--- config.mk ---
export PLATFORM = sky130hd
export DESIGN_NAME = sync_fifo
export DESIGN_NICKNAME = d
export VERILOG_FILES = /design/src/rtl/sync_fifo.sv
export SDC_FILE = /design/constraint.sdc
export NUM_CORES = 1
export LEC_CHECK = 0
export ABC_AREA = 1
export BUFFER_PORTS_ARGS = -buffer_cell sky130_fd_sc_hd__buf_2
export CAP_MARGIN = 40
export CELL_PAD_IN_SITES_DETAIL_PLACEMENT = 2
export CELL_PAD_IN_SITES_GLOBAL_PLACEMENT = 2
export CORE_ASPECT_RATIO = 0.9
export CORE_MARGIN = 2
export CORE_UTILIZATION = 37
export DETAILED_ROUTE_END_ITERATION = 10
export PLACE_DENSITY = 0.84
export SLEW_MARGIN = 15
export SYNTH_ARGS = -nofsm -noshare
export SYNTH_HDL_FRONTEND = slang
export SYNTH_SLANG_ARGS = --single-unit
--- constraint.sdc ---
create_clock -name clk -period 2.4 [get_ports clk]
set_clock_uncertainty 0.2 [all_clocks]
set_input_delay 0.24 -clock clk [delete_from_list [all_inputs] [get_ports clk]]
set_output_delay 0.24 -clock clk [all_outputs]
set_load 0.05 [all_outputs]
--- src/rtl/sync_fifo.sv ---
// sync_fifo: single-clock FIFO with registered read data and full/empty flags.
// Storage is a DEPTH-entry register array addressed by circular pointers.
// Optional build macro SYNC_FIFO_STATUS_EN adds count, overflow and underflow outputs.
module sync_fifo #(
  parameter int unsigned DATA_WIDTH = 16,
  parameter int unsigned DEPTH      = 16,
  parameter int unsigned PTR_WIDTH  = 4
) (
  input  logic                  clk,
  input  logic                  rst,
  input  logic                  wr_en,
  input  logic                  rd_en,
  input  logic [DATA_WIDTH-1:0] data_in,
  output logic [DATA_WIDTH-1:0] data_out,
  output logic                  full,
`ifdef SYNC_FIFO_STATUS_EN
  output logic                  empty,
  output logic [PTR_WIDTH:0]    count,
  output logic                  overflow,
  output logic                  underflow
`else
  output logic                  empty
`endif
);

  localparam logic [PTR_WIDTH:0]   FullCount = (PTR_WIDTH + 1)'(DEPTH);
  localparam logic [PTR_WIDTH:0]   CountOne  = (PTR_WIDTH + 1)'(1);
  localparam logic [PTR_WIDTH-1:0] PtrOne    = PTR_WIDTH'(1);

  logic [DATA_WIDTH-1:0] mem [DEPTH];
  logic [PTR_WIDTH-1:0]  wr_ptr_q, rd_ptr_q;
  logic [PTR_WIDTH:0]    count_q, count_d;
  logic [DATA_WIDTH-1:0] data_out_q;
  logic                  wr_acc, rd_acc;

  // Acceptance: a write into a full FIFO is allowed only when a read frees a slot
  // on the same edge; a read needs stored data (no fall-through of same-cycle writes).
  always_comb begin
    rd_acc = rd_en && !empty;
    wr_acc = wr_en && (!full || rd_acc);
  end

  // Occupancy next state; simultaneous accepted read and write cancel out.
  always_comb begin
    count_d = count_q;
    unique case ({wr_acc, rd_acc})
      2'b10:   count_d = count_q + CountOne;
      2'b01:   count_d = count_q - CountOne;
      default: count_d = count_q;
    endcase
  end

  // Storage array is intentionally not reset.
  always_ff @(posedge clk) begin
    if (wr_acc) begin
      mem[wr_ptr_q] <= data_in;
    end
  end

  // Pointers, occupancy and registered read data; pointers wrap modulo DEPTH.
  always_ff @(posedge clk or posedge rst) begin
    if (rst) begin
      wr_ptr_q   <= '0;
      rd_ptr_q   <= '0;
      count_q    <= '0;
      data_out_q <= '0;
    end else begin
      count_q <= count_d;
      if (wr_acc) begin
        wr_ptr_q <= wr_ptr_q + PtrOne;
      end
      if (rd_acc) begin
        // On a full write+read, wr_ptr == rd_ptr and this still returns the oldest word.
        data_out_q <= mem[rd_ptr_q];
        rd_ptr_q   <= rd_ptr_q + PtrOne;
      end
    end
  end

  // Flags decoded from the registered count, so they move on the same edge as it.
  always_comb begin
    full     = (count_q == FullCount);
    empty    = (count_q == '0);
    data_out = data_out_q;
  end

`ifdef SYNC_FIFO_STATUS_EN
  logic overflow_q, underflow_q;

  // One-cycle pulses for dropped writes and ignored reads.
  always_ff @(posedge clk or posedge rst) begin
    if (rst) begin
      overflow_q  <= 1'b0;
      underflow_q <= 1'b0;
    end else begin
      overflow_q  <= wr_en && !wr_acc;
      underflow_q <= rd_en && empty;
    end
  end

  // Status outputs.
  always_comb begin
    count     = count_q;
    overflow  = overflow_q;
    underflow = underflow_q;
  end
`endif

endmodule

# After elaboration in Yosys (flattened, before gate mapping)
# Memory sizes are Yosys's and may differ from the RTL's. A register that Yosys moved wholly into a read port is not among the register bits.
# Cells that the tools add are included.
# W data, S select, Z words.
# op_classes
n_addsub	4
eq_ne	3
reduce_logical	7
n_mux	3
# ops
operator	n
$pmux W5 S2	1
$add A4 B1 Y4 const B	2
$add A5 B1 Y5 const B	1
$eq A5 B5 Y1 const B	1
$logic_not A5 Y1	1
$sub A5 B1 Y5 const B	1
$eq A2 B1 Y1 const B	1
$eq A2 B2 Y1 const B	1
$logic_and A1 B1 Y1	2
$logic_not A1 Y1	2
$mux W1	2
$reduce_bool A2 Y1	1
$logic_or A1 B1 Y1	1
# word_totals
inputBits	20
register_bits	13
ram_bits	256
output_inout_bits	18
memories	1
wordCells	21
# mem_list
name	words	width	read_ports	rd_clocked_by_memory_dff	wr	line	rtl
mem	16	16	1	1	1	30	logic [DATA_WIDTH-1:0] mem [DEPTH];

# Longest topological paths before layout
# Gate-level depths: netlist of run 1.
# logic_depth
depth_word	7
ltp_mapped	14
depth_no_buf	13

# Worst setup path before layout of run 1
# OpenSTA, ideal clock, no wires.
# synth_timing
path_type	reg2reg
startpoint	register count_q[0]
endpoint	memory mem[0][0] (enable)
stages_incl_launch_ff	7
path_buffers	0
setup_ns	0.388
path_slack_ns	0.164
synth_period_minus_slack_ns	2.236
t_arrival_ns	1.648
required_time_ns	1.812
path_cell_list	dfrtp_1 -> nor2_1 -> nand3_1 -> o21ai_2 -> inv_1 -> nand2_1 -> nor2_1
# synth_between
elab_chain_cells	7
word_cells_on_any_way	9
classes_between	eq/ne: 1; mux: 2; reduce/logical: 6
# synth_rtl
element	line	rtl
from (decl)	32	logic [PTR_WIDTH:0] count_q, count_d;
from (signal assigned)	68	count_q <= count_d;
$logic_not A5 Y1	83	empty = (count_q == '0);
$logic_not A1 Y1	39	rd_acc = rd_en && !empty;
$logic_and A1 B1 Y1	39	
$logic_or A1 B1 Y1 (*)	40	wr_acc = wr_en && (!full || rd_acc);
$logic_and A1 B1 Y1 (*)	40	
$mux W1 (*)	55	if (wr_acc) begin
$mux W1 (not written as such) (*)	56	mem[wr_ptr_q] <= data_in;
to (decl)	30	
# Mark *: on every way between the ends. The rest lies on a longest branch, timed or not.

# Worst setup path after layout of run 1
# layout_timing
startpoint	register count_q[2]
endpoint	register count_q[4]
# layout_between
elab_chain_cells	7
word_cells_on_any_way	13
classes_between	add/sub: 2; eq/ne: 3; mux: 1; reduce/logical: 7
# layout_rtl
element	line	rtl
$logic_not A5 Y1	83	
$logic_not A1 Y1	39	
$logic_and A1 B1 Y1	39	
$logic_or A1 B1 Y1	40	
$logic_and A1 B1 Y1	40	
$eq A2 B1 Y1 or $eq A2 B2 Y1 (tied branches)	46	unique case ({wr_acc, rd_acc})
$pmux W5 S2 or $reduce_bool A2 Y1 (tied branches)	-	
# Parallel ways exist; a longest one is shown, timed or not.
# A chain may end at the register's enable or synchronous reset.

==> metrics.md, run 1 <==
| Metric | Value |
|---|---|
| Vias per cell | 5.466 |
| Setup_tns | -89.17 ps |
| Reg area | 0.008418 sq mm |
| Drt pass-1 iters | 5 |
| Clock transition at path regs | 70 ps |
| Synth top area share | 0.6233 |
| Pleak | 6.309 nW |
| Reg2reg setup slack | -50 ps |
| R2R depth | 13 |
| Dpl ws | -34.50 ps |
| Most common cell in the netlist | nand2_1 |
| Area leader, netlist | edfxtp_1 |
| Worst Slack Setup Final | -45.95 ps |
| Crit. Startpoint | count_q[2] |
| Post-detail-place hpwl | 27750 microns |
| Reg-to-Reg End | count_q[4] |
| CP endpoint kind | flop |
| Reg2Reg Launch Point | count_q[2] |
| Worst rel slew slack | 0.5567 |
| Async SR Flop Fraction | 0.1018 |
| Synthesized area | 0.01233 sq mm |
| Layout Nets | 1311 |
| Fmax achieved | 408.8 MHz |
| CTS tree | yes |
| 1st-iter DRT viols | 985 |
| Critical path class | flop to flop |
| Starting Density | 0.3752 |
| PwrDens | 1277 mW/mm^2 |
| Warnings from Yosys | 0 |
| Worst slew pin tran | 660.9 ps |
| H-tree depth | 1 |
| Boundary Pins | 38 |
| Max Slew Vio Count | 0 |
| DIE AREA | 0.03481 sq mm |
| Most used DFF post-synth | edfxtp_1 |
| Syn_nets | 1236 |
| Crit Path Max Fanout | 5 |
| Final setup fails | 7 |
| Critical Path Start Type | flop |
| Worst VDD drop | 0.0007324 V |
| All-Layer GR Usage | 0.2727 |
| Die width | 196.5 microns |
| Synth top area cells | edfxtp_1 (62%), nand2_1 (12%), nand3_1 (8.1%) |
| Fin util | 0.4409 |
| Total Power | 18.50 mW |
| CTS buffer count | 31 |
| Crit path time final | 2446 ps |
| Final Cycle Share | 1.019 |
| Syn avg cell area | 10.22 sq um |
| RSZ-0062 raised after global routing | true |
| Area occupied by multi-input gates | 0.002972 sq mm |
| Initial antenna violation count | 0 |
| Drt wl/cell | 28.04 microns |
| Routability cong. | 0.8242 |
| N_diodes | 0 |
| Core area | 0.03287 sq mm |
| Post-synth top cells | nand2_1 (408), edfxtp_1 (256), inv_1 (209), nand3_1 (200), buf_2 (39) |
| Global route overflow | 0 |
| Post-synth EDFFs | 256 |
| Area growth syn-to-layout | 17.50% |
| Run status | finished with violations |
| Filler cell count in the final layout | 3328 |
| Largest net degree at the start of global routing | 99 |
| Sink Count | 285 |
| Critical Path RT | 2670 ps |
| Drt drc | 0 |
| Routed WL | 48400 microns |
| Arr. time, crit path | 2720 ps |
| I/O Buffers | 37 |
| Failing checks | negative setup slack |
| Via Count | 9435 |
| First-pass GRT wire length | 68940 microns |
| Clock tree buffer depth | 3 |
| Fin. Hold Viols | 0 |
| HP Class | input port to flop |
| Layout cells sized above 1 | 0.1127 |
| Row cnt | 63 |
| MaxCap Viol Count | 0 |
| Final ANT Viol Nets | 0 |
| Clock Latency Late Sink | 580 ps |
| Hold Slack | 58.79 ps |
| Vias in the first global route | 10470 |
| Die H | 177.2 microns |
| Clock root cell | clkbuf_16 |
| Critical path destination | count_q[4] |
| Synth Register Bits | 285 |
| Distinct cells, synth | 21 |
| Sequential share of the synthesized area | 0.6821 |
| Synth Instances | 1207 |
## metal layers
metal | global-route usage | vias to the layer above | wire (microns) | part of all wire
li1 | - | 4023 | - | -
met1 | 0.3331 | 4925 | 18870 | 0.39
met2 | 0.4920 | 367 | 24860 | 0.51
met3 | 0.03011 | 120 | 2732 | 0.056
met4 | 0.1136 | 0 | 1941 | 0.040
met5 | 0 | - | 0 | 0
## logic make-up (layout without fill, tap and decap cells)
kind of cell / Yosys count / after routing / synth area share
AOI/OAI and AO/OA: 6 / 6 / 0.002739
buffers and inverters: 267 / 364 / 0.08612
xor gates and xnor gates: 9 / 9 / 0.006391
and+or+nand+nor: 631 / 631 / 0.2129
DFF: 285 / 285 / 0.6821
adders and majority gates: 9 / 9 / 0.009739
## area by class of cell
type / instances / share of cell area
tap: 422 / 0.03643
timing repair buffer: 98 / 0.05914
inverter: 211 / 0.05482
clock inverter: 15 / 0.006475
multi-input combinational: 655 / 0.2050
sequential: 285 / 0.5809
clock buffer: 40 / 0.05724
## worst min-delay path by stage
| stage | end | depth (start not counted) | start | slack, ps |
|---|---|---|---|---|
| 6_report | data_out[10] | 5 | rd_en | 60 |
| 5_1_grt | data_out[10] | 5 | rd_en | 90 |
| 4_1_cts | count_q[0] | 5 | wr_en | 20 |
| 3_5_place_dp | data_out[6] | 3 | rst | 180 |
| 3_3_place_gp | data_out[3] | 3 | rst | 140 |
| 2_1_floorplan | count_q[0] | 1 | rst | 120 |
## critical path, cell delays in order (launching register included)
cell     delay, ps
dfrtp_1        440
nor2_2         150
nand3_1        150
nand2_2        130
nor2_2          90
fa_1           440
nand3_1        110
nand3_1        120
inv_1           80
nand2_1        100
nand2_1        120
nand2_1         70
nand2_1         90
inv_1           50
## registers in the layout, summed over array words and instances, names as in the netlist
signal    cells
data_out     16
mem         256
wr_ptr_q      4
count_q       5
rd_ptr_q      4
## report_power, final
| group | leakage (nW) | switching (mW) | total [mW] | internal, mW |
|---|---|---|---|---|
| clock network | 0.453 | 2.12 | 4.64 | 2.52 |
| logic | 3.19 | 5.48 | 7.33 | 1.85 |
| registers | 2.66 | 0.424 | 6.54 | 6.11 |
## timing repair
action                                 4_1_cts  5_1_grt
endpoints found under the hold margin      289        0
resized for setup                            4       13
pin swaps                                    0        2
hold buffers                                19        0
setup buffers                                0        3
setup endpoints to repair                   92       96
## metrics by stage
step / cell area [sq um] / cells
after floorplan: 12330 / 1207
after global placement: 13100 / 1636
after detailed placement: 13250 / 1647
after CTS: 14380 / 1721
after global routing: 14490 / 1726
final: 14490 / 1726
## cells in the final DEF, fill, tap and decap left out, drive strengths merged, types with 5 or more instances in the layout
cell / Yosys / routed
nand3: 200 / 200
clkbuf: 8 / 40
xor2: 7 / 7
o21ai: 5 / 5
inv: 210 / 210
clkinv: 1 / 14
dfrtp: 29 / 29
edfxtp: 256 / 256
nor2: 20 / 20
dlygate4sd3: 0 / 19
buf: 48 / 79
ha: 8 / 8
nand2: 409 / 409
(Power assumes the default switching activity.)
==> run 2: changes to the inputs <==
- CORE_UTILIZATION: 37 -> 38
- CTS_BUF_LIST: default -> sky130_fd_sc_hd__clkbuf_2
- PLACE_DENSITY: 0.84 -> 0.86
==> run 2 against run 1 <==
Compared with the run above:
- the flow still finishes with violations (negative setup slack)
- largest power group unchanged
- fmax shrank 3.8%
- critical path type unchanged
- setup slack lost 97 ps
- sequential share of layout area grew 0.34 points
- clock-buffer cell count grew 76
- cell count grew 5.1%
- routed wire length shrank 2.9%
- register-to-register slack lost 97 ps
==> metrics.md, run 2 (synthesized netlist as in run 1, its figures left out) <==
| Metric | Value |
|---|---|
| Run status | finished with violations |
| Failing checks | negative setup slack |
| MaxCap Viol Count | 0 |
| Routed WL | 47020 microns |
| 1st-iter DRT viols | 842 |
| Max Slew Vio Count | 0 |
| R2R depth | 7 |
| Via Count | 9572 |
| Drt pass-1 iters | 5 |
| Worst rel slew slack | 0.4976 |
| Layout Nets | 1372 |
| CP endpoint kind | flop |
| PwrDens | 1216 mW/mm^2 |
| Layout cells sized above 1 | 0.1768 |
| Setup_tns | -1683 ps |
| Critical path class | flop to flop |
| Reg area | 0.008418 sq mm |
| I/O Buffers | 37 |
| Met2 Resource Use GR | 0.4833 |
| Crit-path slowest cell | nor2_2 |
| RSZ-0062 raised after global routing | true |
| H-tree depth | 3 |
| DIE AREA | 0.03392 sq mm |
| Final Cycle Share | 1.060 |
| CTS tree | yes |
| Most common library cell in the layout ignoring fill and taps | nand2_1 |
| Crit path time final | 2543 ps |
| Min-delay src | data_in[10] |
| Initial antenna violation count | 1 |
| Hold path cells | 2 |
| Routability cong. | 0.8149 |
| Worst VDD drop | 0.0004988 V |
| Worst slew pin tran | 749.0 ps |
| Critical Path Start Type | flop |
| Fin. Hold Viols | 0 |
| Reg2Reg Launch Point | count_q[0] |
| Max reg flops | 256 |
| Clock tree buffer depth | 3 |
| Arr. time, crit path | 2890 ps |
| Clock transition at path regs | 160 ps |
| Clock Latency Late Sink | 950 ps |
| Most flops, register | mem |
| Drt wl/cell | 25.92 microns |
| Die width | 193.9 microns |
| Boundary Pins | 38 |
| Final ANT Viol Nets | 0 |
| Starting Density | 0.3859 |
| Reg2reg setup slack | -140 ps |
| Grt met1 use | 0.3175 |
| HP Class | input port to flop |
| Fin util | 0.4508 |
| Area occupied by multi-input gates | 0.002989 sq mm |
| Delay of the slowest critical-path stage | 530 ps |
| Total Power | 17.53 mW |
| Row cnt | 62 |
| Min-Delay Endpoint | mem[11][10] |
| All-Layer GR Usage | 0.2693 |
| Die H | 174.9 microns |
| Sink Count | 285 |
| Core area | 0.03196 sq mm |
| CP delay by family, top | simple AND/OR/NAND/NOR gates |
| Critical path buffer and inverter count | 2 |
| Largest net degree at the start of global routing | 83 |
| Gr busiest metal | met2 |
| Worst path cell trace | nor2_4, nand3_2, o21ai_2, inv_1, nand2_1, nor2_2, buf_8 |
| Critical Path RT | 2750 ps |
| Crit Path Max Fanout | 9 |
| Post-detail-place hpwl | 27770 microns |
| Most frequent cells in the layout | nand2_1 (408), edfxtp_1 (256), inv_1 (205) |
| Fmax achieved | 393.2 MHz |
| CTS buffer count | 76 |
| Final setup fails | 37 |
| Reg-to-Reg End | mem[5][7] |
| Met3 usage | 0.04439 |
| Vias per cell | 5.277 |
| Global route overflow | 0 |
| Worst Slack Setup Final | -143.3 ps |
| Vias in the first global route | 10700 |
| Clock root cell | clkbuf_2 |
| First-pass GRT wire length | 67570 microns |
| Pleak | 6.461 nW |
| Drt drc | 0 |
| Filler cell count in the final layout | 3380 |
| Crit. Startpoint | count_q[0] |
| Area growth syn-to-layout | 16.81% |
-- run 2: cell types whose count changed in the layout (fill, tap and decap cells not counted), moves of 3 or more --
| cell | delta |
|---|---|
| clkbuf_1 | -7 |
| inv_2 | +5 |
| clkinv_2 | -4 |
| buf_4 | +13 |
| clkbuf_16 | -31 |
| inv_1 | -3 |
| clkbuf_2 | +116 |
-- run 2: cell type report --
type	instances	share of cell area
multi-input cells	655	0.2075
well taps	416	0.03613
flip-flops and latches	285	0.5843
clock inverters	16	0.006166
clock buffers	116	0.04030
diodes	1	0.0001737
repair buffers	114	0.06991
inverters	211	0.05558
-- run 2: report_power, final --
part           switching [mW]  internal, mW
Clock                    2.29          1.37
Sequential              0.371          6.10
Combinational            5.41          1.98
-- run 2: what timing repair did --
action | CTS | global route
setup endpoints to repair | 85 | 129
pin swaps | 2 | 6
hold buffers | 21 | 0
resized for setup | 18 | 12
hold endpoints to repair | 357 | 0
setup buffers | 3 | 9
-- run 2: per-stage QoR --
step | hold slack [ps] | setup slack (ps) | std cells | area, sq um
after floorplan | 118.1 | 163.7 | 1207 | 12330
after global placement | 46.82 | 45.95 | 1636 | 13110
after detailed placement | 117.1 | -263.9 | 1648 | 13270
after CTS | 11.68 | -79.25 | 1804 | 14250
after global routing | -13.22 | -211.0 | 1814 | 14410
final | 70.30 | -143.3 | 1814 | 14410
-- run 2: worst reg2reg max path: cells and delay by family (launching register included) --
| kind | cells | cell delay [ps] |
|---|---|---|
| AOI/OAI and AO/OA | 1 | 100 |
| buffers and inverters | 2 | 490 |
| DFF | 1 | 430 |
| and+or+nand+nor | 4 | 940 |
-- run 2: worst max path at each step --
stage,endpoint,slack [ps],depth (start not counted)
after floorplan,mem[0][0],160,6
after detailed placement,mem[0][7],-260,7
after CTS,full,-80,5
final,mem[5][7],-140,7
after global placement,mem[1][1],50,7
after global routing,mem[5][1],-210,7
-- run 2: metal layers --
| metal | vias up | part of all wire |
|---|---|---|
| met1 | 4923 | 0.39 |
| li1 | 4187 | - |
| met3 | 127 | 0.050 |
| met4 | 0 | 0.043 |
| met2 | 335 | 0.52 |
| met5 | - | 0 |
